<file path="src/rtl/seq_scan_ctrl.sv">
// seq_scan_ctrl
//   Frame-level controller for the serial pattern-detection path. It accepts
//   words over a valid/ready handshake and shifts each one out MSB first, one
//   bit per cycle, into an overlapping bit-pattern matcher. Match history
//   carries across word boundaries and is cleared at the end of each frame.
//   Matches are counted per frame with a saturating counter.
//
// Ports
//   clk        clock, rising edge
//   rst        asynchronous reset, active low
//   cfg_we     configuration write strobe (honoured only in IDLE between frames)
//   cfg_pat    pattern; bit len-1 is compared against the oldest history bit
//   cfg_len    pattern length; 0 acts as 1, values above PAT_MAX clamp
//   in_valid   producer has a word
//   in_ready   controller can accept a word
//   in_data    word, shifted out MSB first
//   in_last    the word closes the frame
//   match      one-cycle pulse per detected match
//   match_cnt  saturating match count for the current or most recent frame
//   ovf        sticky: a match arrived while match_cnt was saturated
//   busy       a frame is in progress
//   done       one-cycle pulse at end of frame
//
// state | meaning
// IDLE  | waiting for a word, in_ready high
// SHIFT | feeding the latched word into the matcher, one bit per cycle
// DONE  | one-cycle end-of-frame pulse; history is cleared on exit
module seq_scan_ctrl #(
  parameter int WORD_W  = 8,
  parameter int PAT_MAX = 8,
  parameter int CNT_W   = 8
) (
  input  logic               clk,
  input  logic               rst,
  input  logic               cfg_we,
  input  logic [PAT_MAX-1:0] cfg_pat,
  input  logic [3:0]         cfg_len,
  input  logic               in_valid,
  output logic               in_ready,
  input  logic [WORD_W-1:0]  in_data,
  input  logic               in_last,
  output logic               match,
  output logic [CNT_W-1:0]   match_cnt,
  output logic               ovf,
  output logic               busy,
  output logic               done
);

  localparam int LEN_W = $clog2(PAT_MAX + 1);
  localparam int BIT_W = $clog2(WORD_W);

  typedef enum logic [1:0] {IDLE, SHIFT, DONE} state_t;

  state_t             state;
  logic [WORD_W-1:0]  sreg;
  logic               last_q;
  logic [BIT_W-1:0]   bitc;
  logic [PAT_MAX-1:0] hist;
  logic [PAT_MAX-1:0] hist_n;
  logic [PAT_MAX-1:0] cfg_pat_q;
  logic [PAT_MAX-1:0] len_mask;
  logic [LEN_W-1:0]   vcnt;
  logic [LEN_W-1:0]   vcnt_n;
  logic [LEN_W-1:0]   len;
  logic [LEN_W-1:0]   len_new;
  logic               hit;

  always_comb begin
    len_new = LEN_W'(cfg_len);
    if (cfg_len == 4'd0)
      len_new = LEN_W'(1);
    else if (int'(cfg_len) > PAT_MAX)
      len_new = LEN_W'(PAT_MAX);
  end

  // Match is judged on the history as it will be after this bit is taken.
  always_comb begin
    hist_n = {hist[PAT_MAX-2:0], sreg[WORD_W-1]};
    vcnt_n = (int'(vcnt) < PAT_MAX) ? vcnt + LEN_W'(1) : vcnt;
    len_mask = '0;
    for (int i = 0; i < PAT_MAX; i++)
      len_mask[i] = (i < int'(len));
    hit = (vcnt_n >= len) && (((hist_n ^ cfg_pat_q) & len_mask) == '0);
  end

  always_ff @(posedge clk or negedge rst) begin
    if (!rst) begin
      state     <= IDLE;
      in_ready  <= 1'b1;
      match     <= 1'b0;
      match_cnt <= '0;
      ovf       <= 1'b0;
      busy      <= 1'b0;
      done      <= 1'b0;
      sreg      <= '0;
      last_q    <= 1'b0;
      bitc      <= '0;
      hist      <= '0;
      vcnt      <= '0;
      cfg_pat_q <= PAT_MAX'(9);
      len       <= LEN_W'(4);
    end else begin
      match <= 1'b0;
      done  <= 1'b0;

      // Takes effect on the accept edge too, so that word already sees it.
      if (cfg_we && state == IDLE && !busy) begin
        cfg_pat_q <= cfg_pat;
        len       <= len_new;
      end

      case (state)
        IDLE: begin
          if (in_valid) begin
            sreg     <= in_data;
            last_q   <= in_last;
            bitc     <= BIT_W'(WORD_W - 1);
            state    <= SHIFT;
            in_ready <= 1'b0;
            if (!busy) begin
              busy      <= 1'b1;
              match_cnt <= '0;
              ovf       <= 1'b0;
            end
          end
        end
        SHIFT: begin
          sreg  <= sreg << 1;
          hist  <= hist_n;
          vcnt  <= vcnt_n;
          match <= hit;
          if (hit) begin
            if (match_cnt == '1)
              ovf <= 1'b1;
            else
              match_cnt <= match_cnt + CNT_W'(1);
          end
          if (bitc == '0) begin
            if (last_q) begin
              state <= DONE;
              done  <= 1'b1;
            end else begin
              state    <= IDLE;
              in_ready <= 1'b1;
            end
          end else begin
            bitc <= bitc - BIT_W'(1);
          end
        end
        DONE: begin
          state    <= IDLE;
          in_ready <= 1'b1;
          busy     <= 1'b0;
          hist     <= '0;
          vcnt     <= '0;
        end
        default: begin
          state    <= IDLE;
          in_ready <= 1'b1;
        end
      endcase
    end
  end

endmodule

</file>
<file path="config.mk">
export PLATFORM = sky130hd
export DESIGN_NAME = seq_scan_ctrl
export DESIGN_NICKNAME = d
export VERILOG_FILES = /design/src/rtl/seq_scan_ctrl.sv
export SDC_FILE = /design/constraint.sdc
export NUM_CORES = 1
export LEC_CHECK = 0
export BUFFER_PORTS_ARGS = -buffer_cell sky130_fd_sc_hd__buf_2
export CORE_MARGIN = 2
export CORE_UTILIZATION = 45
export CTS_CLUSTER_DIAMETER = 50
export DETAILED_ROUTE_END_ITERATION = 12
export PLACE_DENSITY_LB_ADDON = 0.3
export SLEW_MARGIN = 20
export SYNTH_ARGS = -nofsm -noshare
export SYNTH_HDL_FRONTEND = slang
export SYNTH_SLANG_ARGS = --single-unit
</file>
<file path="constraint.sdc">
create_clock -name clk -period 2.8 [get_ports clk]
set_clock_uncertainty 0.05 [all_clocks]
set_input_delay 0.56 -clock clk [delete_from_list [all_inputs] [get_ports clk]]
set_output_delay 0.56 -clock clk [all_outputs]
set_load 0.1 [all_outputs]
</file>
==> results.md, run 1 <==
- Outcome: finished clean
- Clock-pin slew on the worst setup and hold paths: 0.10 ns
- Critical-path top delay cell: dfrtp_1
- Crit. End Element: flip-flop
- Row Count: 28
- Vias: 2256
- Req. time, crit path: 2.94 ns
- Initial core utilization: 47.1%
- Slew margin rel.: 56.7%
- Clock tree sinks: 50
- Hold-fix buffers at CTS: 0
- CP Max Fanout: 6
- IR drop worst, VDD: 562 uV
- Number of cells on the critical path: 7
- Fraction of layout cells with a size suffix above 1: 21.5%
- Synth warn: 0
- Port Buffers: 37
- Max-slew violations: 0
- Total Wirelength: 5.74 mm
- DRT antenna net count: 0
- Ys flop type: dfrtp_1
- Post-synth EDFFs: 0
- Routed len/inst: 14.1 um
- Multi-input logic area: 1420 sq um
- Endpoints failing setup: 0
- Total die area: 6910 sq um
- Pwr per Cell Area: 1130 nW/um^2
- Initial antenna violation count: 0
- Final HPWL DP: 4.15 mm
- Final core occ: 53.4%
- Post-cts sizing count: 0
- First-pass GRT wire length: 10.0 mm
- Total GRT Usage: 17.5%
- Worst r2r path cells: 7
- Vias in the first global route: 2238
- Most frequent CP cell: ha_1
- Fin Setup TNS: 0 ns
- Worst-Margin Slew: 0.647 ns
- FILL cells: 551
- Hold Path Class: in -> async
- CP delay by family, top: compound AO/OA/AOI/OAI gates
- RSZ-0062 raised after global routing: no
- Grt total ovfl: 0
- Post-synth top cells: dfrtp_1 (46), nand2_1 (33), o21ai_0 (26)
- Unique cell type count in the Yosys netlist: 51
- Yosys reg bits: 50
- Total CTS buffers: 5
- Pin count of the biggest net entering global routing: 51
- Pleak: 1.44 nW
- Cell taking the most area after synthesis: dfrtp_1
- Buf/Inv on CP: 0
- Detailed router's first-iteration violation count: 145
- Period utilization: 82.6%
- Crit Path Category: reg -> reg
- Synth Instances: 294
- Worst-Skew Late Latency: 0.30 ns
- Worst setup SP type: flip-flop
- Clock Tree Root: clkbuf_8
- Post-synth top area share: 40.8%
- Syn_nets: 330
- Largest cells by area after synthesis: dfrtp_1 (41%), ha_1 (4.9%), o21ai_0 (4.6%)
- Max-cap violations: 0
- Area of the core: 5990 sq um
- CTS H-tree lvls: 2
- Placer Congestion: 0.820
- Mapped cell area: 2820 sq um
- CTS tree: yes
- Die height: 83.1 um
- Final worst slack: 0.488 ns
- Post-CTS Setup Bufs: 0
- Register area: 1260 sq um
- Async SR Flop Fraction: 100%
- Fmax achieved: 433 MHz
- Area grow syn2layout: 13.4%
- N_diodes: 0
- Final net count: 366
- WP data arrival: 2.46 ns
- Ports: 38
- Crit-path max cell delay: 0.43 ns
- Cells along the critical path: ha_1 -> mux2_2 -> ha_1 -> a21oi_1 -> o21a_1 -> nor3_1 -> a221o_1
- DP Worst Slack: 0.508 ns
- Sequential area share after synthesis: 44.6%
- DRC: 0
- Top-count cell post-synth: dfrtp_1
- Final Hold Vio Count: 0
- Initial DRT Pass Iterations: 4
- Avg Cell Area, Syn: 9.59 sq um
- Vias per std cell: 5.56
- Clock Tree Buf Depth: 2
- Die W: 83.1 um
- Tmin final: 2.31 ns
[worst paths after layout]
check	start	endpoint	slack [ns]
setup / recovery	vcnt[0]	match_cnt[0]	0.49
setup reg to reg	vcnt[0]	match_cnt[0]	0.49
min in group clk	cfg_len[3]	len[0]	0.41
hold reg to reg	sreg[6]	sreg[6]	0.44
hold / removal	rst	cfg_pat_q[1]	0.17
max in group asynchronous	rst	in_ready	2.22
[final cells by class]
type | count | area share [%]
multi-input combinational | 209 | 44.3
sequential | 50 | 39.3
timing repair buffer | 42 | 7.36
tap | 75 | 2.93
inverter | 22 | 2.58
clock buffer | 5 | 2.15
clock inverter | 3 | 1.41
[cells in the final DEF, fill, tap and decap left out, types with 7 or more instances in the layout]
master    count
dfrtp_1      46
buf_2        37
nand2_1      33
o21ai_0      26
inv_1        22
a21oi_1      12
mux2_2       11
ha_1         11
nor2_1       10
nand3_1      10
nand2b_1      9
mux2i_1       8
nand3b_1      8
and3_1        7
[where the power goes]
| part | internal (W) | total [W] | switching (W) | leakage (nW) |
|---|---|---|---|---|
| Combinational | 0.000635 | 0.00187 | 0.00124 | 0.781 |
| Sequential | 0.000983 | 0.00121 | 0.000226 | 0.607 |
| Clock | 0.000266 | 0.000518 | 0.000252 | 0.0504 |
| Total | 0.00188 | 0.00360 | 0.00172 | 1.44 |
[cell families (layout without fill, tap and decap cells)]
group | count (synthesis) | after routing | synth area share, %
flip-flops | 50 | 50 | 44.6
AND/OR/NAND/NOR | 96 | 96 | 17.9
adder cells (fa/ha/maj) | 11 | 11 | 4.88
XOR/XNOR | 10 | 10 | 3.11
multiplexers | 19 | 19 | 7.23
buffers and inverters | 35 | 72 | 5.19
AO/OA/AOI/OAI | 73 | 73 | 17.1
[through the flow]
step,instances,total power (W),area (sq um),hold WS (ns)
floorplan,294,0.00270,2820,0.214
global placement,398,0.00306,3080,0.412
detailed placement,398,0.00310,3080,0.426
CTS,406,0.00363,3200,0.188
global route,406,0.00390,3200,0.194
finish,406,0.00360,3200,0.172
[routing by layer]
metal	vias to the layer above	track usage, %	wire length (um)
met4	0	6.26	87
li1	1121	-	-
met2	58	29.0	2730
met3	9	3.28	272
met1	1068	23.0	2640
met5	-	0	0
[state kept, by name, summed over array words and instances (netlist names)]
signal     flops
match_cnt      8
match          1
ovf            1
busy           1
bitc           3
cfg_pat_q      8
sreg           8
done           1
last_q         1
in_ready       1
state          2
hist           7
vcnt           4
len            4
(Power assumes the default switching activity.)
==> inputs of run 2 (changes only) <==
--- a/config.mk
+++ b/config.mk
@@ -5,6 +5,7 @@
 export SDC_FILE = /design/constraint.sdc
 export NUM_CORES = 1
 export LEC_CHECK = 0
+export ABC_AREA = 1
 export BUFFER_PORTS_ARGS = -buffer_cell sky130_fd_sc_hd__buf_2
 export CORE_MARGIN = 2
 export CORE_UTILIZATION = 45
==> constraint.sdc (replaced) <==
create_clock -name clk -period 2.1 [get_ports clk]
set_clock_uncertainty 0.05 [all_clocks]
set_input_delay 0.42 -clock clk [delete_from_list [all_inputs] [get_ports clk]]
set_output_delay 0.42 -clock clk [all_outputs]
set_load 0.1 [all_outputs]
==> results.md, run 2 <==
- Slew margin rel.: 67.9%
- Dpl cell area: 2990 sq um
- Syn_nets: 369
- Initial DRT Pass Iterations: 5
- Logic pwr share: 53.2%
- Clock-pin slew on the worst setup and hold paths: 0.10 ns
- WP data arrival: 2.32 ns
- Most common cell after layout, fill and taps aside: nand2_1
- CP Max Fanout: 8
- DRC: 0
- Register share of total power: 32.5%
- FF-to-FF Start: vcnt[0]
- Max-cap violations: 0
- Detailed router's first-iteration violation count: 91
- Die W: 81.0 um
- Period utilization: 103%
- Total Wirelength: 5.79 mm
- Req. time, crit path: 2.25 ns
- Port Buffers: 37
- Worst r2r path cells: 13
- Pleak: 1.63 nW
- CTS H-tree lvls: 2
- Routed len/inst: 12.7 um
- Vias: 2339
- Grt total ovfl: 0
- Synth warn: 0
- N_diodes: 0
- Clock Tree Root: clkbuf_8
- Vias in the first global route: 2277
- Ports: 38
- DP Worst Slack: -0.0649 ns
- Synth Instances: 333
- Post-synth EDFFs: 0
- Area of the core: 5820 sq um
- Largest cells by area after synthesis: dfrtp_1 (43%), nand2_1 (14%), inv_1 (6.3%)
- Total die area: 6560 sq um
- Vias per std cell: 5.12
- Sw Ratio: 46.5%
- Mapped cell area: 2670 sq um
- Cell taking the most area after synthesis: dfrtp_1
- FILL cells: 573
- Async SR Flop Fraction: 100%
- Row Count: 28
- Yosys reg bits: 50
- RSZ-0062 raised after global routing: yes
- DRT antenna net count: 0
- Initial core utilization: 45.8%
- First-pass GRT wire length: 10.0 mm
- Initial antenna violation count: 0
- Ys flop type: dfrtp_1
- Final Hold Vio Count: 14
- Area grow syn2layout: 18.2%
- Fraction of layout cells with a size suffix above 1: 20.9%
- Avg Cell Area, Syn: 8.01 sq um
- Unique cell type count in the Yosys netlist: 32
- Setup crit start: vcnt[0]
- Crit. End Element: flip-flop
- Power Internal: 0.00262 W
- Biggest regs: cfg_pat_q: 8 flops, match_cnt: 8 flops, sreg: 8 flops
- Hold Path Class: in -> async
- PnR Total Power: 0.00490 W
- Violated checks: hold timing, setup timing
- Post-synth top cells: nand2_1 (96), dfrtp_1 (46), inv_1 (45)
- Final net count: 417
- Multi-input logic area: 1190 sq um
- Endpoints failing setup: 9
- Clock tree sinks: 50
- Worst-Margin Slew: 0.485 ns
- Design Area, Final: 3150 sq um
- FF-to-FF setup slack: -0.07 ns
- Worst hold slack: -0.00848 ns
- Switching power: 0.00228 W
- Worst Setup EP: match_cnt[6]
- Top-count cell post-synth: nand2_1
- Inst Count DP: 445
- Register area: 1260 sq um
- Clock Tree Buf Depth: 2
- Post-synth top area share: 43.2%
- Hold-fix buffers at CTS: 0
- Die height: 81.0 um
- Crit Path Category: reg -> reg
- CTS tree: yes
- Total GRT Usage: 19.8%
- Placer Congestion: 0.880
- Final HPWL DP: 4.20 mm
- Worst setup SP type: flip-flop
- Clock power frac: 14.3%
- Sequential area share after synthesis: 47.1%
- Pwr per Cell Area: 1550 nW/um^2
- Total CTS buffers: 5
- Reg-to-Reg End: match_cnt[6]
- Final std cells w/o fill: 457
- Pin count of the biggest net entering global routing: 33
- Max-slew violations: 0
- IR drop worst, VDD: 958 uV
- Final worst slack: -0.0720 ns
- Most frequent cells in the layout: nand2_1 (93), inv_1 (45), dfrtp_1 (44)
- Worst-Skew Late Latency: 0.31 ns
- Fmax achieved: 460 MHz
- Tmin final: 2.17 ns
- Outcome: finished, violations left
-- run 2: cell types whose count changed in the layout (fill, tap and decap cells not counted), sizes merged, moves of 6 or more --
cell	previous run	this run
mux2i	8	0
nor2	10	26
nand3	10	16
o21ai	27	21
mux2	11	0
nand3b	8	0
nand2	33	97
nand2b	9	0
inv	22	49
buf	42	50
and3	7	0
nand4	3	11
o22ai	3	12
-- run 2: per-layer routing --
layer  GRT usage, %  share of wire (%)
met5              0                  0
met2           34.8                 49
met1           24.6                 44
met3           3.00                4.7
met4           6.95                1.4
-- run 2: metrics by stage --
stage	TNS, ns	util [%]
final	-0.574	54.2
after global placement	0	51.4
after detailed placement	-0.415	51.4
after floorplan	0	-
after CTS	-0.321	53.9
after global routing	-1.99	54.2
-- run 2: worst max-delay path: stages (launching register included) --
cell and delay (ns):
dfrtp_1 0.40, ha_1 0.29, nand2_1 0.09, o21ai_2 0.07, ha_1 0.30, inv_1 0.05
o21bai_1 0.12, nand3_1 0.10, nand3_2 0.07, nand3_2 0.10, nand2_4 0.13, nand3_4 0.13
nand2_2 0.11, nand2_1 0.04
-- run 2: cells by family after synthesis --
logic type,count (synthesis),synth area share (%)
compound gates,55,12.0
xor+xnor,5,1.64
fa+ha+maj,11,5.16
buf+inv,57,8.73
flops,50,47.1
simple gates,155,25.3
-- run 2: worst min-delay path by stage --
stage / start / to / slack [ns]
6_report: rst / sreg[6] / -0.008
5_1_grt: rst / match / 0.02
4_1_cts: rst / sreg[7] / 0.002
3_5_place_dp: rst / sreg[7] / 0.34
3_3_place_gp: rst / sreg[7] / 0.34
2_1_floorplan: rst / bitc[0] / 0.07
-- run 2: repair_timing --
item,CTS,global route
endpoints found under the setup margin,8,9
resized for setup,4,2
pin swaps,4,1
setup buffers,3,1
-- run 2: final cells by class --
type	instances	share of cell area (%)
inverter	48	5.72
sequential	50	40.0
timing repair buffer	50	9.77
tap	75	2.98
clock buffer	5	2.18
clock inverter	3	1.51
multi-input combinational	226	37.9
-- run 2: power groups by stage --
stage	Clock [W]	Sequential (W)	Combinational, W
after CTS	0.000714	0.00159	0.00256
after global routing	0.000755	0.00165	0.00292
final	0.000700	0.00159	0.00261
after floorplan	0	0.00185	0.00161
after global placement	0	0.00160	0.00239
after detailed placement	0	0.00161	0.00245
